--- src/rtl/cbm_pkg.sv ---
`default_nettype none
// ============================================================================
//  Module      : cbm_pkg
//  Description : Shared types, state encoding and helpers for the CBM issue
//                controller.
//  Revision    : 1.0 - initial release
// ============================================================================
package cbm_pkg;

    localparam int CBM_XLEN = 32;
    localparam int CBM_RD_W = 5;
    localparam int CBM_PC_W = $clog2(CBM_XLEN) + 1;

    localparam logic [1:0] ST_IDLE = 2'd0;
    localparam logic [1:0] ST_WAIT = 2'd1;
    localparam logic [1:0] ST_HOLD = 2'd2;

    typedef struct packed {
        logic [CBM_XLEN-1:0] a;
        logic [CBM_XLEN-1:0] b;
        logic [CBM_RD_W-1:0] rd;
    } cbm_req_t;

    localparam int CBM_REQ_W = $bits(cbm_req_t);

    function automatic logic [CBM_PC_W-1:0] popcount(input logic [CBM_XLEN-1:0] v);
        logic [CBM_PC_W-1:0] n;
        n = '0;
        for (int i = 0; i < CBM_XLEN; i++) begin
            n = n + {{(CBM_PC_W-1){1'b0}}, v[i]};
        end
        return n;
    endfunction

endpackage
`default_nettype wire

--- src/rtl/cbm_req_fifo.sv ---
`default_nettype none
// ============================================================================
//  Module      : cbm_req_fifo
//  Description : Synchronous request FIFO with occupancy count and flush.
//  Revision    : 1.0 - initial release
// ============================================================================
module cbm_req_fifo
    import cbm_pkg::*;
#(
    parameter int DEPTH = 4,
    parameter int PTR_W = 2
) (
    input  logic                 clk_i,
    input  logic                 rst_i,
    input  logic                 flush_i,
    input  logic                 push_i,
    input  logic [CBM_REQ_W-1:0] din_i,
    input  logic                 pop_i,
    output logic [CBM_REQ_W-1:0] dout_o,
    output logic [PTR_W:0]       count_o,
    output logic                 empty_o,
    output logic                 ready_o
);

    localparam logic [PTR_W:0] c_full = (PTR_W+1)'(DEPTH);

    logic [CBM_REQ_W-1:0] r_mem [DEPTH];
    logic [PTR_W-1:0]     r_wr_ptr;
    logic [PTR_W-1:0]     r_rd_ptr;
    logic [PTR_W:0]       r_count;
    logic                 w_push;
    logic                 w_pop;

    assign ready_o = (r_count != c_full);
    assign empty_o = (r_count == '0);
    assign count_o = r_count;
    assign dout_o  = r_mem[r_rd_ptr];

    // A flush wins over both a push and a pop in the same cycle.
    assign w_push = push_i && ready_o && !flush_i;
    assign w_pop  = pop_i && !empty_o && !flush_i;

    always_ff @(posedge clk_i) begin
        if (rst_i || flush_i) begin
            r_wr_ptr <= '0;
            r_rd_ptr <= '0;
            r_count  <= '0;
        end else begin
            if (w_push) r_wr_ptr <= r_wr_ptr + 1'b1;
            if (w_pop)  r_rd_ptr <= r_rd_ptr + 1'b1;
            unique case ({w_push, w_pop})
                2'b10:   r_count <= r_count + 1'b1;
                2'b01:   r_count <= r_count - 1'b1;
                default: r_count <= r_count;
            endcase
        end
    end

    always_ff @(posedge clk_i) begin
        if (w_push) r_mem[r_wr_ptr] <= din_i;
    end

endmodule
`default_nettype wire

--- src/rtl/cbm_issue_ctrl.sv ---
`default_nettype none
// ============================================================================
//  Module      : cbm_issue_ctrl
//  Description : Initiator side of the column-bypass multiplier start/busy/
//                done interface. Optional macro CBM_SWAP_EN issues the
//                operand with fewer set bits as op_a.
//  Revision    : 1.0 - initial release
// ============================================================================
module cbm_issue_ctrl
    import cbm_pkg::*;
#(
    parameter int DEPTH = 4,
    parameter int PTR_W = 2
) (
    input  logic                clk_i,
    input  logic                rst_i,
    input  logic                req_valid_i,
    output logic                req_ready_o,
    input  logic [CBM_XLEN-1:0] req_a_i,
    input  logic [CBM_XLEN-1:0] req_b_i,
    input  logic [CBM_RD_W-1:0] req_rd_idx_i,
    input  logic                flush_i,
    output logic                mul_start_o,
    output logic [CBM_XLEN-1:0] mul_op_a_o,
    output logic [CBM_XLEN-1:0] mul_op_b_o,
    output logic [CBM_RD_W-1:0] mul_rd_idx_o,
    input  logic                mul_busy_i,
    input  logic                mul_done_i,
    input  logic [CBM_XLEN-1:0] mul_result_i,
    input  logic [CBM_RD_W-1:0] mul_rd_idx_i,
    output logic                wb_valid_o,
    input  logic                wb_ready_i,
    output logic [CBM_XLEN-1:0] wb_value_o,
    output logic [CBM_RD_W-1:0] wb_rd_idx_o,
    output logic [PTR_W:0]      count_o,
    output logic                err_o
);

    logic [1:0]           r_state;
    logic [1:0]           w_next_state;
    logic                 w_launch;
    logic                 w_wb_valid;
    logic                 w_fifo_empty;
    logic                 w_fifo_ready;
    logic [CBM_REQ_W-1:0] w_head;
    cbm_req_t             w_head_req;
    logic [CBM_XLEN-1:0]  w_issue_a;
    logic [CBM_XLEN-1:0]  w_issue_b;
    logic                 r_dead;
    logic                 r_start;
    logic [CBM_XLEN-1:0]  r_op_a;
    logic [CBM_XLEN-1:0]  r_op_b;
    logic [CBM_RD_W-1:0]  r_op_rd;
    logic [CBM_XLEN-1:0]  r_wb_value;
    logic [CBM_RD_W-1:0]  r_wb_rd;
    logic                 r_err;

    cbm_req_fifo #(
        .DEPTH (DEPTH),
        .PTR_W (PTR_W)
    ) u_fifo (
        .clk_i   (clk_i),
        .rst_i   (rst_i),
        .flush_i (flush_i),
        .push_i  (req_valid_i),
        .din_i   ({req_a_i, req_b_i, req_rd_idx_i}),
        .pop_i   (w_launch),
        .dout_o  (w_head),
        .count_o (count_o),
        .empty_o (w_fifo_empty),
        .ready_o (w_fifo_ready)
    );

    assign w_head_req = w_head;

`ifdef CBM_SWAP_EN
    // CBM latency follows popcount(op_a); the low product bits are symmetric.
    logic w_swap;
    assign w_swap    = popcount(w_head_req.b) < popcount(w_head_req.a);
    assign w_issue_a = w_swap ? w_head_req.b : w_head_req.a;
    assign w_issue_b = w_swap ? w_head_req.a : w_head_req.b;
`else
    assign w_issue_a = w_head_req.a;
    assign w_issue_b = w_head_req.b;
`endif

    always_ff @(posedge clk_i) begin
        if (rst_i) r_state <= ST_IDLE;
        else       r_state <= w_next_state;
    end

    always_comb begin
        w_next_state = r_state;
        unique case (r_state)
            ST_IDLE: if (w_launch) w_next_state = ST_WAIT;
            ST_WAIT: if (mul_done_i) w_next_state = (r_dead || flush_i) ? ST_IDLE : ST_HOLD;
            ST_HOLD: begin
                if (flush_i)         w_next_state = ST_IDLE;
                else if (wb_ready_i) w_next_state = w_launch ? ST_WAIT : ST_IDLE;
            end
            default: w_next_state = ST_IDLE;
        endcase
    end

    // Launching from HOLD on the acceptance cycle gives zero-bubble issue.
    always_comb begin
        w_launch   = 1'b0;
        w_wb_valid = 1'b0;
        unique case (r_state)
            ST_IDLE: w_launch = !flush_i && !w_fifo_empty && !mul_busy_i;
            ST_HOLD: begin
                w_wb_valid = 1'b1;
                w_launch   = wb_ready_i && !flush_i && !w_fifo_empty && !mul_busy_i;
            end
            default: ;
        endcase
    end

    always_ff @(posedge clk_i) begin
        if (rst_i) begin
            r_start    <= 1'b0;
            r_op_a     <= '0;
            r_op_b     <= '0;
            r_op_rd    <= '0;
            r_dead     <= 1'b0;
            r_wb_value <= '0;
            r_wb_rd    <= '0;
            r_err      <= 1'b0;
        end else begin
            r_start <= w_launch;
            if (w_launch) begin
                r_op_a  <= w_issue_a;
                r_op_b  <= w_issue_b;
                r_op_rd <= w_head_req.rd;
            end
            if (w_launch)
                r_dead <= 1'b0;
            else if (r_state == ST_WAIT && flush_i)
                r_dead <= 1'b1;
            if (r_state == ST_WAIT && mul_done_i && !r_dead && !flush_i) begin
                r_wb_value <= mul_result_i;
                r_wb_rd    <= mul_rd_idx_i;
            end
            if (mul_done_i && r_state != ST_WAIT)
                r_err <= 1'b1;
        end
    end

    assign req_ready_o  = w_fifo_ready;
    assign mul_start_o  = r_start;
    assign mul_op_a_o   = r_op_a;
    assign mul_op_b_o   = r_op_b;
    assign mul_rd_idx_o = r_op_rd;
    assign wb_valid_o   = w_wb_valid;
    assign wb_value_o   = r_wb_value;
    assign wb_rd_idx_o  = r_wb_rd;
    assign err_o        = r_err;

endmodule
`default_nettype wire

--- config.mk ---
export PLATFORM = sky130hd
export DESIGN_NAME = cbm_issue_ctrl
export DESIGN_NICKNAME = d
export VERILOG_FILES = /design/src/rtl/cbm_pkg.sv /design/src/rtl/cbm_req_fifo.sv /design/src/rtl/cbm_issue_ctrl.sv
export SDC_FILE = /design/constraint.sdc
export NUM_CORES = 1
export LEC_CHECK = 0
export ABC_AREA = 1
export CAP_MARGIN = 20
export CORE_ASPECT_RATIO = 1.2
export CORE_MARGIN = 2
export CORE_UTILIZATION = 40
export CTS_CLUSTER_DIAMETER = 50
export CTS_CLUSTER_SIZE = 14
export DETAILED_ROUTE_END_ITERATION = 8
export DONT_BUFFER_PORTS = 1
export GPL_TIMING_DRIVEN = 0
export PLACE_DENSITY = 0.65
export SKIP_CTS_REPAIR_TIMING = 1
export SLEW_MARGIN = 20
export SYNTH_ARGS = -nofsm -noshare
export SYNTH_HDL_FRONTEND = slang
export SYNTH_SLANG_ARGS = --single-unit
--- constraint.sdc ---
create_clock -name clk_i -period 6.4 [get_ports clk_i]
set_clock_uncertainty 0.2 [all_clocks]
set_input_delay 1.92 -clock clk_i [delete_from_list [all_inputs] [get_ports clk_i]]
set_output_delay 1.92 -clock clk_i [all_outputs]
set_load 0.005 [all_outputs]
==> qor.csv, run 1 <==
metric;value;unit
max_slew_margin;49.35;%
multi_input_area;3410;um^2
maxSlewViolCount;0;
synth.top_cell.area_share;55.41;%
gr-total-overflow;0;
hold_depth;2;
antenna_found_initial;0;
die_w;180.5;um
critPathArrivalTime;3590;ps
slowest_stage;nor2_4;
pre_cts_ws;2261;ps
die-area;38960;um^2
insertion_delay;540;ps
pin_count;226;
synth_cell_types;27;
cts_sinks;394;
cts_made_buffers;39;
htree_levels;2;
synth_seq_cells;394;
power.density;302.3;nW/um^2
p_comb_share;2.1;%
reg2reg_depth;6;
register_area;10650;um^2
slowest_delay;740;ps
wl;34.09;mm
power.switching;1.058;mW
hp-class;flip-flop to flip-flop;
crit_fanout;21;
tightest_slew;757.9;ps
drc;0;
gp_congestion;0.7327;
wire_per_inst;17.86;um
tritoncts;yes;
final_cell_area;17140;um^2
synthCells;1351;
placed_cells;1837;
drive_above_1_share;9.547;%
path_cells;inv_1 -> nand3_1 -> nor2_4 -> buf_12 -> buf_16;
hpwl;22.90;mm
first_global_vias;9317;
yosysTopAreaCell;edfxtp_1;
port-buffer-count;0;
max-clock-path-buffers;3;
worst-path-buf-inv;3;
endpoint_kind;flip-flop;
first_pass_iters;5;
r2r_slack;3650;ps
chipHeight;215.8;um
synth_nets;1470;
tns;0;ps
area_growth;14.61;%
outcome;finished clean;
core;36900;um^2
ir_drop;252.3;uV
worst-setup-path-type;input pin to flip-flop;
layout.cells.non_filler;1909;
yosysSeqAreaShare;71.21;%
fmax;283.0;MHz
place_area;15840;um^2
vias;9385;
drtIter0Drc;465;
fin_crit_sh;55.22;%
hp-start;wb_value_o[28]$_SDFFE_PP0P_;
switching_share;20.42;%
num_antenna_cells;0;
yosys_warnings;0;
avgViaCountPerCell;4.916;
maxCapViolCount;0;
seqPwrFrac;53.7;%
initial_core_util;40.53;%
crit_required;6450;ps
final_nets;1523;
fillers;3344;
total_power;5.182;mW
worstSetupStartpointType;input pin;
fp-row-count;77;
clkPwrFrac;44.2;%
r2r-end;u_fifo.r_mem[2][23]$_DFFE_PP_;
internal-power;4.124;mW
final_util;46.46;%
min_period;3534;ps
syn-cell-area;14960;um^2
clockRootBuffer;clkbuf_16;
crit_family;simple AND/OR/NAND/NOR gates;
final_antenna_net_count;0;
synth_area_leaders;edfxtp_1, dfxtp_1, nand2_1;
hold_path_end;wb_value_o[28]$_SDFFE_PP0P_;
timing.rr.start;u_fifo.count_o[1]$_SDFFE_PP0P_;
grt_pass1_wl;52.41;mm
p_leak;6.429;nW
hold_violations;0;
clk_pin_slew;60;ps
grt_setup_unrepaired;false;
worst_slack;2866;ps
grt_max_degree;23;
syn_area_per_cell;11.07;um^2
setup_viol;0;
grt_use_total;17.19;%
hold_ws;261.5;ps
[flip-flops by register name, summed over array words and instances, names as in the netlist]
signal           cells
u_fifo.r_wr_ptr      2
wb_rd_idx_o          5
mul_rd_idx_o         5
err_o                1
u_fifo.r_mem       276
r_state              2
u_fifo.r_rd_ptr      2
mul_start_o          1
r_dead               1
mul_op_b_o          32
u_fifo.count_o       3
wb_value_o          32
mul_op_a_o          32
[worst max path at each step]
stage	startpoint	endpoint	cells past startpoint
3_3_place_gp	flush_i	u_fifo.r_mem[1][25]$_DFFE_PP_	3
4_1_cts	flush_i	u_fifo.r_mem[2][13]$_DFFE_PP_	5
2_1_floorplan	flush_i	u_fifo.r_mem[0][0]$_DFFE_PP_	3
5_1_grt	flush_i	u_fifo.r_mem[2][23]$_DFFE_PP_	5
3_5_place_dp	flush_i	u_fifo.r_mem[2][68]$_DFFE_PP_	5
6_report	flush_i	u_fifo.r_mem[2][23]$_DFFE_PP_	5
[power by group through the flow]
stage	clock network (mW)	logic (mW)	registers, mW
2_1_floorplan	0	0.0706	2.84
6_report	2.29	0.110	2.78
4_1_cts	2.34	0.113	2.78
5_1_grt	2.43	0.125	2.78
3_5_place_dp	0	0.112	2.84
3_3_place_gp	0	0.0984	2.84
[worst reg2reg max path: stages, from the launching register on]
cell and delay [ps]:
dfxtp_1 420, nor2_2 70, nand2_1 160, nand3_1 410
nor2_4 750, buf_12 270, buf_16 190
[layout make-up]
cell class,instances,share of cell area [%]
clock inverter,13,1.029
multi-input combinational,758,19.89
tap,474,3.460
inverter,127,2.781
buffer,72,2.628
clock buffer,59,6.554
sequential,394,62.13
timing repair buffer,12,1.533
[metal layers]
layer  global-route usage (%)  vias up  share of wire, %
li1                         -     4607                 -
met1                    19.55     4413                38
met2                    30.73      315                51
met3                    5.467       50               8.9
met4                    5.242        0               2.3
met5                        0        -                 0
[cell families after synthesis]
family          after synthesis  share of synthesized area [%]
simple gates                458                          12.19
fa+ha+maj                     6                         0.5521
flops                       394                          71.21
buf+inv                     199                          6.199
compound gates              294                          9.854
[cells in the mapped netlist, drive strengths merged]
cell and number:
nand4 1, nand2 292, edfxtp 276, dfxtp 118, a21oi 115, nand3 5, clkbuf 24, o21ai 178
ha 5, buf 48, inv 127, nor2 160, o21a 1, fa 1
[layout by cell type, fill, tap and decap left out, types with 3 or more instances in the layout]
cell and n:
nor2_2 3, nand2_1 280, edfxtp_1 276, ha_1 5, buf_12 9, inv_2 3
clkbuf_1 38, a21oi_1 115, buf_2 17, dfxtp_1 118, nand3_1 3, inv_1 125
clkbuf_16 41, nand2_2 12, nor2_1 150, o21ai_0 176, buf_6 16, nor2_4 5
buf_16 3, clkinv_8 4, buf_1 7, buf_4 7, clkbuf_8 3
No activity file was read; power rests on OpenSTA's default activity.
==> run 2: changes to the inputs <==
clock period = 3.5 ns   (was 6.4 ns; I/O delays follow)
==> run 2 against run 1 <==
Effect of this change:
- cell count unchanged
- sequential power up 83%
- setup slack worse by 2000 ps
- routed wire length increased by 2.4%
- clock power increased by 76%
==> qor.csv, run 2 (synthesis results as in run 1) <==
metric;value;unit;change
register_area;10650;um^2;unchanged
worst-setup-path-type;flip-flop to flip-flop;;
outcome;finished clean;;
drc;0;;unchanged
max_slew_margin;56.89;%;+7.5 points
grt_max_degree;24;;+4.3%
max-clock-path-buffers;3;;unchanged
initial_core_util;40.53;%;unchanged
fp-row-count;77;;unchanged
hpwl;23.01;mm;+0.50%
hp-class;flip-flop to flip-flop;;
avgViaCountPerCell;4.900;;-0.32%
final_antenna_net_count;0;;unchanged
fillers;3354;;+0.30%
p_leak;6.417;nW;-0.19%
area_growth;14.43;%;
drtIter0Drc;595;;+28%
die_w;180.5;um;unchanged
die-area;38960;um^2;unchanged
cts_sinks;394;;unchanged
antenna_found_initial;0;;unchanged
clockRootBuffer;clkbuf_16;;
htree_levels;2;;unchanged
grt_pass1_wl;52.78;mm;+0.70%
clk_pin_slew;60;ps;about the same
grt_setup_unrepaired;false;;
pin_count;226;;unchanged
endpoint_kind;flip-flop;;
final_cell_mix;nand2_1, edfxtp_1, o21ai_0;;
fin_crit_sh;75.15;%;
fmax;380.2;MHz;
place_area;15890;um^2;+0.27%
largest_reg_flops;276;;unchanged
vias;9355;;-0.32%
gp_congestion;0.7406;;+1.1%
first_pass_iters;5;;unchanged
wl;34.91;mm;+2.4%
tightest_slew;646.6;ps;-111.3 ps
final_cell_area;17120;um^2;-0.16%
wire_per_inst;18.29;um;+2.4%
critPathArrivalTime;2660;ps;-930 ps
crit_required;3530;ps;-2920 ps
multi_input_area;3410;um^2;unchanged
final_common_cell;nand2_1;;
total_power;9.321;mW;+80%
gr-total-overflow;0;;unchanged
top_register;u_fifo.r_mem;;
hold_depth;2;;unchanged
tritoncts;yes;;
grt_use_total;17.57;%;+0.38 points
final_nets;1524;;+0.066%
core;36900;um^2;unchanged
power.density;544.6;nW/um^2;+80%
worstSetupStartpointType;flip-flop;;
setup_viol;0;;unchanged
port-buffer-count;0;;unchanged
chipHeight;215.8;um;unchanged
min_period;2630;ps;
num_antenna_cells;0;;unchanged
maxCapViolCount;0;;unchanged
ir_drop;444.2;uV;+76%
crit_fanout;21;;unchanged
hold_violations;0;;unchanged
first_global_vias;9215;;-1.1%
maxSlewViolCount;0;;unchanged
reg2reg_depth;6;;unchanged
cts_made_buffers;39;;unchanged
insertion_delay;530;ps;about the same
drive_above_1_share;9.547;%;unchanged
## run 2: cell type report
class                      count  area share (%)
tap                          474           3.465
buffer                        72           2.632
clock inverter                10          0.5190
timing repair buffer          13           1.784
clock buffer                  61           6.667
inverter                     127           2.785
sequential                   394           62.23
multi-input combinational    758           19.92
## run 2: metal layers
layer	GRT usage (%)	part of all wire, %
met2	31.22	51
met1	19.73	38
met3	6.328	9.4
met5	0	0
met4	5.188	2.2
## run 2: path summary, 6_finish.rpt
path	startpoint	endpoint	slack, ps
setup / recovery	u_fifo.count_o[1]$_SDFFE_PP0P_	u_fifo.r_mem[3][14]$_DFFE_PP_	870
hold / removal	r_dead$_SDFFE_PP0P_	r_dead$_SDFFE_PP0P_	250
setup reg to reg	u_fifo.count_o[1]$_SDFFE_PP0P_	u_fifo.r_mem[3][14]$_DFFE_PP_	870
hold reg to reg	r_dead$_SDFFE_PP0P_	r_dead$_SDFFE_PP0P_	250
## run 2: worst max-delay path, cell delays in order, from the launching register on
cell     delay [ps]
dfxtp_1         410
nor2_2           60
nand2_1         140
nand3_1         430
nor2_4          630
buf_16          230
buf_12          190
## run 2: power breakdown
group	switching [mW]	total, mW	internal (mW)	leakage [nW]
sequential	0.0234	5.09	5.06	3.46
clock	1.75	4.03	2.28	0.602
combinational	0.141	0.205	0.0643	2.36
total	1.91	9.32	7.41	6.42
## run 2: metrics by stage
stage / hold WS (ps) / util, % / setup slack (ps) / TNS [ps] / instances
2_1_floorplan: 222.0 / - / -287.7 / -79420 / 1351
3_3_place_gp: 231.5 / 42.17 / -1933 / -524030 / 1825
3_5_place_dp: 242.1 / 43.05 / 383.3 / 0 / 1838
4_1_cts: 252.2 / 46.38 / 849.0 / 0 / 1909
5_1_grt: 277.4 / 46.38 / 752.0 / 0 / 1909
6_report: 247.4 / 46.38 / 869.9 / 0 / 1909
==> run 3: changes to the inputs <==
clock period = 2.5 ns   (was 3.5 ns; I/O delays follow)
==> run 3 against run 2 <==
Effect of this change:
- flip-flop and latch count is the same
- fmax grew 10%
- register-to-register slack lost 760 ps
- core utilization is essentially flat
- power grew 35%
- die area is the same
- critical path type unchanged
==> qor.csv, run 3 (synthesis results as in run 1) <==
metric;value;unit;change
drc;0;;unchanged
cts_sinks;394;;unchanged
num_antenna_cells;0;;unchanged
maxCapViolCount;0;;unchanged
critPathArrivalTime;2400;ps;-260 ps
min_period;2388;ps;-242.0 ps
clockRootBuffer;clkbuf_16;;
pre_cts_ws;-108.1;ps;-491.5 ps
p_leak;6.424;nW;+0.12%
grt_max_degree;23;;-4.2%
chipHeight;215.8;um;unchanged
final_nets;1537;;+0.85%
endpoint_kind;flip-flop;;
fmax;418.7;MHz;+10%
setup_viol;0;;unchanged
gp_congestion;0.7456;;+0.68%
drive_above_1_share;9.979;%;+0.43 points
fillers;3343;;-0.33%
r2r_slack;110;ps;-760 ps
hold_ws;117.1;ps;-130.3 ps
insertion_delay;520;ps;about the same
final_common_cell;nand2_1;;
final_cell_mix;nand2_1, edfxtp_1, o21ai_0;;
tritoncts;yes;;
maxSlewViolCount;0;;unchanged
final_antenna_net_count;0;;unchanged
pin_count;226;;unchanged
ir_drop;683.5;uV;+54%
grt_use_total;17.43;%;-0.14 points
crit_fanout;20;;-4.8%
top_register;u_fifo.r_mem;;
largest_reg_flops;276;;unchanged
grt_setup_unrepaired;false;;
htree_levels;2;;unchanged
die_w;180.5;um;unchanged
cts_made_buffers;36;;-7.7%
area_growth;14.35;%;about the same
max-clock-path-buffers;3;;unchanged
hp-class;input pin to flip-flop;;
tightest_slew;650.0;ps;+3.451 ps
max_slew_margin;56.56;%;-0.33 points
grt_pass1_wl;53.14;mm;+0.68%
die-area;38960;um^2;unchanged
core;36900;um^2;unchanged
crit_required;2510;ps;-1020 ps
avgViaCountPerCell;4.954;;+1.1%
clk_pin_slew;70;ps;about the same
wl;34.58;mm;-0.95%
gr-total-overflow;0;;unchanged
vias;9496;;+1.5%
wire_per_inst;18.04;um;-1.4%
fin_crit_sh;95.52;%;+20 points
first_global_vias;9398;;+2.0%
port-buffer-count;0;;unchanged
hpwl;23.24;mm;+0.97%
worst_slack;111.9;ps;-758.0 ps
fp-row-count;77;;unchanged
power.density;737.1;nW/um^2;+35%
first_pass_iters;5;;unchanged
worstSetupStartpointType;flip-flop;;
tns;0;ps;unchanged
antenna_found_initial;0;;unchanged
final_util;46.35;%;about the same
outcome;finished clean;;
hold_violations;0;;unchanged
initial_core_util;40.53;%;unchanged
drtIter0Drc;584;;-1.8%
worst-setup-path-type;flip-flop to flip-flop;;
## run 3: cell types whose count changed in the layout (fill, tap and decap cells not counted), moves of 2 or more
cell and delta:
buf_16 -2, clkbuf_1 +3, inv_4 -2, clkbuf_16 -2, buf_4 +16, clkbuf_8 -3
inv_8 -2
## run 3: power breakdown
part	internal, mW	switching (mW)
logic	0.101	0.197
registers	7.09	0.0336
clock network	2.92	2.27
## run 3: worst paths after layout
kind	start	end	depth (start not counted)
worst max-delay path	u_fifo.count_o[1]$_SDFFE_PP0P_	u_fifo.r_mem[1][4]$_DFFE_PP_	6
worst min-delay path	req_a_i[5]	u_fifo.r_mem[3][42]$_DFFE_PP_	0
worst max register to register	u_fifo.count_o[1]$_SDFFE_PP0P_	u_fifo.r_mem[1][4]$_DFFE_PP_	6
worst min register to register	r_dead$_SDFFE_PP0P_	r_dead$_SDFFE_PP0P_	2
## run 3: stage by stage
stage               std cells  cell area [um^2]  power (mW)
floorplan                1351             15010       7.446
global placement         1825             15610       7.527
detailed placement       1837             15870       7.553
CTS                      1900             16960       12.74
global route             1917             17100       13.02
finish                   1917             17100       12.61
## run 3: layer usage
metal	vias to the layer above	wire, um	GRT usage, %	part of all wire, %
li1	4634	-	-	-
met1	4496	13520	20.37	39
met2	318	17260	30.74	50
met3	48	3028	5.214	8.8
met4	0	774	5.430	2.2
met5	-	0	0	0
## run 3: cell type report
class / instances / area, um^2 / area share [%]
clock buffer: 59 / 1061 / 6.203
inverter: 127 / 489.2 / 2.860
clock inverter: 4 / 32.53 / 0.1902
timing repair buffer: 29 / 405.4 / 2.370
sequential: 394 / 10650 / 62.27
tap: 474 / 593.1 / 3.467
buffer: 72 / 450.4 / 2.634
multi-input combinational: 758 / 3422 / 20.01
## run 3: critical path, stage by stage (launching register included)
cell and delay [ps]:
dfxtp_1 430, nor2_2 70, nand2_1 180, nand3_4 190, nor2_4 540, buf_16 240, buf_12 190
